**src/rtl/nids_pkg.sv**
```systemverilog
// Shared definitions for the packet register-file write path.
//   NUM_THREADS : hardware threads sharing the register file
//   REG_ZERO    : destination that is acknowledged but never written
//   REG_HDR     : shared header-pointer register, one address for all threads
//   RF_AW       : register-file address width ({thread, rd})
//   wb_req_t    : write-back request record
//   rf_addr()   : forms the register-file address from thread and rd
package nids_pkg;

  localparam int         NUM_THREADS = 4;
  localparam logic [4:0] REG_ZERO    = 5'd0;
  localparam logic [4:0] REG_HDR     = 5'd31;
  localparam int         RF_AW       = 7;
  localparam int         WB_DW       = 64;

  typedef struct packed {
    logic [1:0]       thread;
    logic [4:0]       rd;
    logic [WB_DW-1:0] data;
  } wb_req_t;

  typedef enum logic [1:0] {
    GNT_NONE,
    GNT_ALU,
    GNT_EOP,
    GNT_LD
  } gnt_e;

  // rd 31 maps to the single shared header-pointer slot regardless of thread.
  function automatic logic [RF_AW-1:0] rf_addr(input logic [1:0] thread,
                                               input logic [4:0] rd);
    return (rd == REG_HDR) ? RF_AW'(REG_HDR) : {thread, rd};
  endfunction

endpackage

```
**src/rtl/wb_load_fifo.sv**
```systemverilog
// Synchronous FIFO holding load returns until the write port is free.
//   clk, rst : clock, asynchronous active-high reset (pointers/count only)
//   push     : write wdata (ignored when full)
//   pop      : discard the head entry (ignored when empty)
//   wdata    : entry to store
//   rdata    : current head entry (valid when empty=0)
//   empty    : no entries stored
//   count    : number of stored entries, 0..DEPTH
module wb_load_fifo #(
  parameter int W     = 71,
  parameter int DEPTH = 4
) (
  input  logic                   clk,
  input  logic                   rst,
  input  logic                   push,
  input  logic                   pop,
  input  logic [W-1:0]           wdata,
  output logic [W-1:0]           rdata,
  output logic                   empty,
  output logic [$clog2(DEPTH):0] count
);

  localparam int AW = $clog2(DEPTH);
  localparam int CW = AW + 1;

  logic [W-1:0]  mem [DEPTH];
  logic [AW-1:0] wptr;
  logic [AW-1:0] rptr;
  logic          full;
  logic          do_push;
  logic          do_pop;

  assign full    = (count == CW'(DEPTH));
  assign empty   = (count == '0);
  assign do_push = push & ~full;
  assign do_pop  = pop & ~empty;
  assign rdata   = mem[rptr];

  always_ff @(posedge clk or posedge rst) begin
    if (rst) begin
      wptr  <= '0;
      rptr  <= '0;
      count <= '0;
    end else begin
      if (do_push) wptr <= wptr + AW'(1);
      if (do_pop)  rptr <= rptr + AW'(1);
      case ({do_push, do_pop})
        2'b10:   count <= count + CW'(1);
        2'b01:   count <= count - CW'(1);
        default: ;
      endcase
    end
  end

  // Storage carries no reset; only the pointers define what is valid.
  always_ff @(posedge clk) begin
    if (do_push) mem[wptr] <= wdata;
  end

endmodule

```
**src/rtl/regfile_wb_ctrl.sv**
```systemverilog
// Write-side driver for the 4-thread x 32-entry packet register file.
// Merges ALU results, queued load returns and end-of-packet header-pointer
// updates into one registered write port, one write per cycle.
//   clk, rst                      : clock, asynchronous active-high reset
//   alu_valid/thread/rd/data      : ALU result (no backpressure)
//   ld_valid/thread/rd/data       : load return, accepted when ld_ready
//   ld_ready                      : load queue not full
//   pkt_done, pkt_hdr_ptr         : end-of-packet pulse and next header pointer
//   pkt_ready                     : no EOP pending; pkt_done while low is dropped
//   alu_stall                     : ALU must idle next cycle so a pending EOP can win
//   wen, waddr, din               : register-file write port
//   end_of_pkt, header_ptr        : header-pointer write strobe and value
//   eop_overrun                   : sticky, a pkt_done was dropped
module regfile_wb_ctrl
  import nids_pkg::*;
#(
  parameter int DW       = 64,
  parameter int LQ_DEPTH = 4
) (
  input  logic             clk,
  input  logic             rst,
  input  logic             alu_valid,
  input  logic [1:0]       alu_thread,
  input  logic [4:0]       alu_rd,
  input  logic [DW-1:0]    alu_data,
  input  logic             ld_valid,
  output logic             ld_ready,
  input  logic [1:0]       ld_thread,
  input  logic [4:0]       ld_rd,
  input  logic [DW-1:0]    ld_data,
  input  logic             pkt_done,
  input  logic [7:0]       pkt_hdr_ptr,
  output logic             pkt_ready,
  output logic             alu_stall,
  output logic             wen,
  output logic [RF_AW-1:0] waddr,
  output logic [DW-1:0]    din,
  output logic             end_of_pkt,
  output logic [7:0]       header_ptr,
  output logic             eop_overrun
);

  localparam int QW = 7 + DW;
  localparam int CW = $clog2(LQ_DEPTH) + 1;

  logic             eop_pending;
  logic [7:0]       eop_ptr;
  logic             ld_push;
  logic             ld_pop;
  logic             fifo_empty;
  logic [CW-1:0]    fifo_count;
  logic [QW-1:0]    ld_head;
  logic [1:0]       head_thread;
  logic [4:0]       head_rd;
  logic [DW-1:0]    head_data;
  gnt_e             gnt;

  logic             wen_p0;
  logic             eop_p0;
  logic [RF_AW-1:0] waddr_p0;
  logic [DW-1:0]    din_p0;
  logic [7:0]       hdr_p0;

  assign ld_ready  = (fifo_count != CW'(LQ_DEPTH));
  assign pkt_ready = ~eop_pending;
  assign ld_push   = ld_valid & ld_ready;
  assign ld_pop    = (gnt == GNT_LD);
  assign {head_thread, head_rd, head_data} = ld_head;

  wb_load_fifo #(
    .W     (QW),
    .DEPTH (LQ_DEPTH)
  ) u_load_fifo (
    .clk   (clk),
    .rst   (rst),
    .push  (ld_push),
    .pop   (ld_pop),
    .wdata ({ld_thread, ld_rd, ld_data}),
    .rdata (ld_head),
    .empty (fifo_empty),
    .count (fifo_count)
  );

  // Stage p0: arbitration and write-port formation
  always_comb begin
    gnt = GNT_NONE;
    if (alu_valid)        gnt = GNT_ALU;
    else if (eop_pending) gnt = GNT_EOP;
    else if (!fifo_empty) gnt = GNT_LD;
  end

  always_comb begin
    wen_p0   = 1'b0;
    eop_p0   = 1'b0;
    waddr_p0 = '0;
    din_p0   = '0;
    hdr_p0   = '0;
    unique case (gnt)
      GNT_ALU: begin
        // rd 0 is consumed silently: the slot is used but nothing is written.
        if (alu_rd != REG_ZERO) begin
          wen_p0   = 1'b1;
          waddr_p0 = rf_addr(alu_thread, alu_rd);
          din_p0   = alu_data;
        end
      end
      GNT_EOP: begin
        eop_p0   = 1'b1;
        waddr_p0 = RF_AW'(REG_HDR);
        hdr_p0   = eop_ptr;
      end
      GNT_LD: begin
        if (head_rd != REG_ZERO) begin
          wen_p0   = 1'b1;
          waddr_p0 = rf_addr(head_thread, head_rd);
          din_p0   = head_data;
        end
      end
      default: ;
    endcase
  end

  // Stage p1: EOP bookkeeping and registered write port
  always_ff @(posedge clk or posedge rst) begin
    if (rst) begin
      eop_pending <= 1'b0;
      eop_ptr     <= '0;
      alu_stall   <= 1'b0;
      eop_overrun <= 1'b0;
      wen         <= 1'b0;
      end_of_pkt  <= 1'b0;
      waddr       <= '0;
      din         <= '0;
      header_ptr  <= '0;
    end else begin
      // Accepting a new packet and granting the pending one are exclusive:
      // acceptance needs eop_pending=0, the EOP grant needs eop_pending=1.
      if (pkt_done && !eop_pending) begin
        eop_pending <= 1'b1;
        eop_ptr     <= pkt_hdr_ptr;
      end else if (gnt == GNT_EOP) begin
        eop_pending <= 1'b0;
      end
      if (pkt_done && eop_pending) eop_overrun <= 1'b1;
      // Stalling the ALU for one cycle is enough for the EOP to win next.
      alu_stall  <= eop_pending & (gnt != GNT_EOP);
      wen        <= wen_p0;
      end_of_pkt <= eop_p0;
      waddr      <= waddr_p0;
      din        <= din_p0;
      header_ptr <= hdr_p0;
    end
  end

endmodule

```
**config.mk**
```make
export PLATFORM = sky130hd
export DESIGN_NAME = regfile_wb_ctrl
export DESIGN_NICKNAME = d
export VERILOG_FILES = /design/src/rtl/nids_pkg.sv /design/src/rtl/wb_load_fifo.sv /design/src/rtl/regfile_wb_ctrl.sv
export SDC_FILE = /design/constraint.sdc
export NUM_CORES = 1
export LEC_CHECK = 0
export BUFFER_PORTS_ARGS = -buffer_cell sky130_fd_sc_hd__buf_2
export CAP_MARGIN = 5
export CORE_MARGIN = 3
export CORE_UTILIZATION = 30
export CTS_CLUSTER_SIZE = 25
export DETAILED_ROUTE_END_ITERATION = 8
export PLACE_DENSITY = 0.46
export SKIP_CTS_REPAIR_TIMING = 1
export SLEW_MARGIN = 20
export SYNTH_ARGS = -nofsm -noshare
export SYNTH_HDL_FRONTEND = slang
export SYNTH_SLANG_ARGS = --single-unit
```
**constraint.sdc**
```tcl
create_clock -name clk -period 9.78 [get_ports clk]
set_clock_uncertainty 0.2 [all_clocks]
set_input_delay 0.978 -clock clk [delete_from_list [all_inputs] [get_ports clk]]
set_output_delay 0.978 -clock clk [all_outputs]
set_load 0.1 [all_outputs]
```
==> metrics.yaml <==
required_ns: 10.01
gr-total-overflow: 0
syn_nets: 783
period_minus_slack_ns: 3.38
cts.clk_slew.worst_paths_ns: 0.06
routed_via_density: 4.56
clk_latency_ns: 0.55
core-area_um2: 45600
cts_buffers: 43
portBuffers: 239
mostFrequentLayoutCells: "edfxtp_1 (284), buf_2 (239), dfrtp_1 (97), mux4_2 (71), a22o_1 (64)"
slew_viol_final: 0
worstPathMaxFanout: 67
grt_max_degree: 68
cap_violations: 0
rows: 78
r2r-end: "din[26]$_DFF_PP0_"
vias: 6916
cts_tree: "built"
setup_viol: 0
htreeDepth: 2
drive_gt1_share_pct: 42.7
ys_seq_elements: 383
cp.buffers_inverters: 0
nets: 1041
ir_drop_mv: 0.163
status: "finished clean"
holdCritPathClass: "in2async"
grt_pass1_vias: 7518
max_stage_delay_ns: 1.01
syn_area_um2: 13900
max-slew-margin-rel_pct: 37.1
place.gp.congestion: 0.660
area_growth_pct: 23.8
dr.pass1.iters: 4
synth.distinct_cells: 32
final_common_cell: "edfxtp_1"
cp_top_family: "flip-flops"
fin_tns_setup_ns: 0
critPathSlowestCell: "dfrtp_4"
powerDensity_nw_per_um2: 318
postSynthCellCount: 622
tightest_slew_ns: 0.944
fin_crit_sh_pct: 34.5
antenna_found_initial: 9
synth_top_area_share_pct: 61.5
yosysSeqAreaShare_pct: 79.3
power_w: 0.00547
place_hpwl_um: 18800
crit_arrival_ns: 3.61
cts-root-buf: "clkbuf_16"
route.detailed.drc: 0
die_area_um2: 48900
wire_per_inst_um: 20.6
die_w_um: 221
hold_viol: 0
worstReg2RegStart: "u_load_fifo.rptr[0]$_DFFE_PP0P_"
rr_worst_depth: 4
finalWirelength_um: 31200
crit_path_end_kind: "register"
cp-start-kind: "register"
ys_warn_count: 0
cts.sink_count: 383
yosys.area.top_type: "edfxtp_1"
leakage_nw: 6.47
rrSetupSlack_ns: 6.40
dr.first_iter.drc_count: 476
antenna_left: 0
rsz0062_at_grt: "false"
ios: 240
die_h_um: 221
fillers: 4191
clockBufferDepth: 3
grt_pass1_wl_um: 47200
syn_avg_cell_area_um2: 22.3
synth_area_leaders: "edfxtp_1 (61%), dfrtp_1 (18%), mux4_2 (12%)"
max_clock_freq_ghz: 0.296
path_cells: "mux4_2 > or4_1 > o21a_4 > a22o_1"
start_util_pct: 30.4
gr-usage-all-layers_pct: 12.8
crit_type: "reg2reg"
## flip-flops by register name, summed over array words and instances (netlist names)
signal	flops
waddr	7
eop_overrun	1
u_load_fifo.wptr	2
eop_ptr	8
u_load_fifo.count	3
alu_stall	1
din	64
header_ptr	8
end_of_pkt	1
eop_pending	1
u_load_fifo.rptr	2
u_load_fifo.mem	284
wen	1
## routing by layer
layer / global-route usage [%] / vias up / wire length, um
li1: - / 3072 / -
met1: 16.6 / 3580 / 13400
met2: 20.6 / 193 / 15000
met3: 3.69 / 63 / 2060
met4: 4.36 / 8 / 749
met5: 0 / - / 56
## through the flow
| stage | hold slack [ns] | cells | setup slack [ns] | cell area, um2 | utilization (%) |
|---|---|---|---|---|---|
| after global placement | 0.235 | 1435 | 6.33 | 15800 | 34.6 |
| after CTS | 0.230 | 1514 | 6.31 | 17200 | 37.7 |
| after detailed placement | 0.240 | 1435 | 6.33 | 15800 | 34.6 |
| after global routing | 0.264 | 1516 | 6.13 | 17200 | 37.7 |
| after floorplan | 0.246 | 622 | 6.01 | 13900 | - |
| final | 0.245 | 1517 | 6.40 | 17200 | 37.7 |
## worst max path at each step
stage | to | cells after the start | slack, ns | startpoint
2_1_floorplan | alu_stall$_DFF_PP0_ | 1 | 6.01 | rst
3_3_place_gp | waddr[5]$_DFF_PP0_ | 4 | 6.33 | u_load_fifo.rptr[0]$_DFFE_PP0P_
3_5_place_dp | din[26]$_DFF_PP0_ | 4 | 6.33 | u_load_fifo.rptr[0]$_DFFE_PP0P_
4_1_cts | din[32]$_DFF_PP0_ | 4 | 6.31 | u_load_fifo.rptr[0]$_DFFE_PP0P_
5_1_grt | din[48]$_DFF_PP0_ | 4 | 6.13 | u_load_fifo.rptr[0]$_DFFE_PP0P_
6_report | din[26]$_DFF_PP0_ | 4 | 6.40 | u_load_fifo.rptr[0]$_DFFE_PP0P_
## report_power, final
part	internal [W]	switching (W)	total, W
clock	0.000953	0.000624	0.00158
combinational	0.000493	0.00113	0.00162
sequential	0.00212	0.000154	0.00227
total	0.00356	0.00190	0.00547
## worst register-to-register path, stage by stage (launching register included)
cell	delay, ns
dfrtp_4	1.01
mux4_2	0.64
or4_1	0.55
o21a_4	0.45
a22o_1	0.40
## kinds of logic after synthesis
logic type,count (synthesis),synth area share [%]
DFF,383,79.3
muxes,81,12.3
AOI/OAI and AO/OA,76,4.79
buffers and inverters,41,1.37
and+or+nand+nor,29,1.22
xor gates and xnor gates,6,0.379
adders and majority gates,6,0.595
## synth_stat cells, drive strengths merged
cell type  number
a21o            1
a221o           5
a22o           64
a31oi           1
a32o            2
and2           10
and3            6
buf            14
clkbuf         19
dfrtp          99
edfxtp        284
fa              1
ha              5
inv             8
mux2            9
mux2i           1
mux4           71
nand2           1
nand2b          1
nand3           2
nor2            3
nor2b           1
nor3            2
o21a            2
o21ai           1
or2             1
or4             2
xnor2           3
xor2            3
## layout make-up
cell class	count	area, um2	share of cell area (%)
tap	600	751	4.37
sequential	383	11000	64.1
clock buffer	61	1270	7.37
multi-input combinational	198	2710	15.8
timing repair buffer	246	1250	7.27
antenna	3	7.51	0.0437
inverter	8	32.5	0.189
clock inverter	18	144	0.838
(Power assumes the default switching activity.)
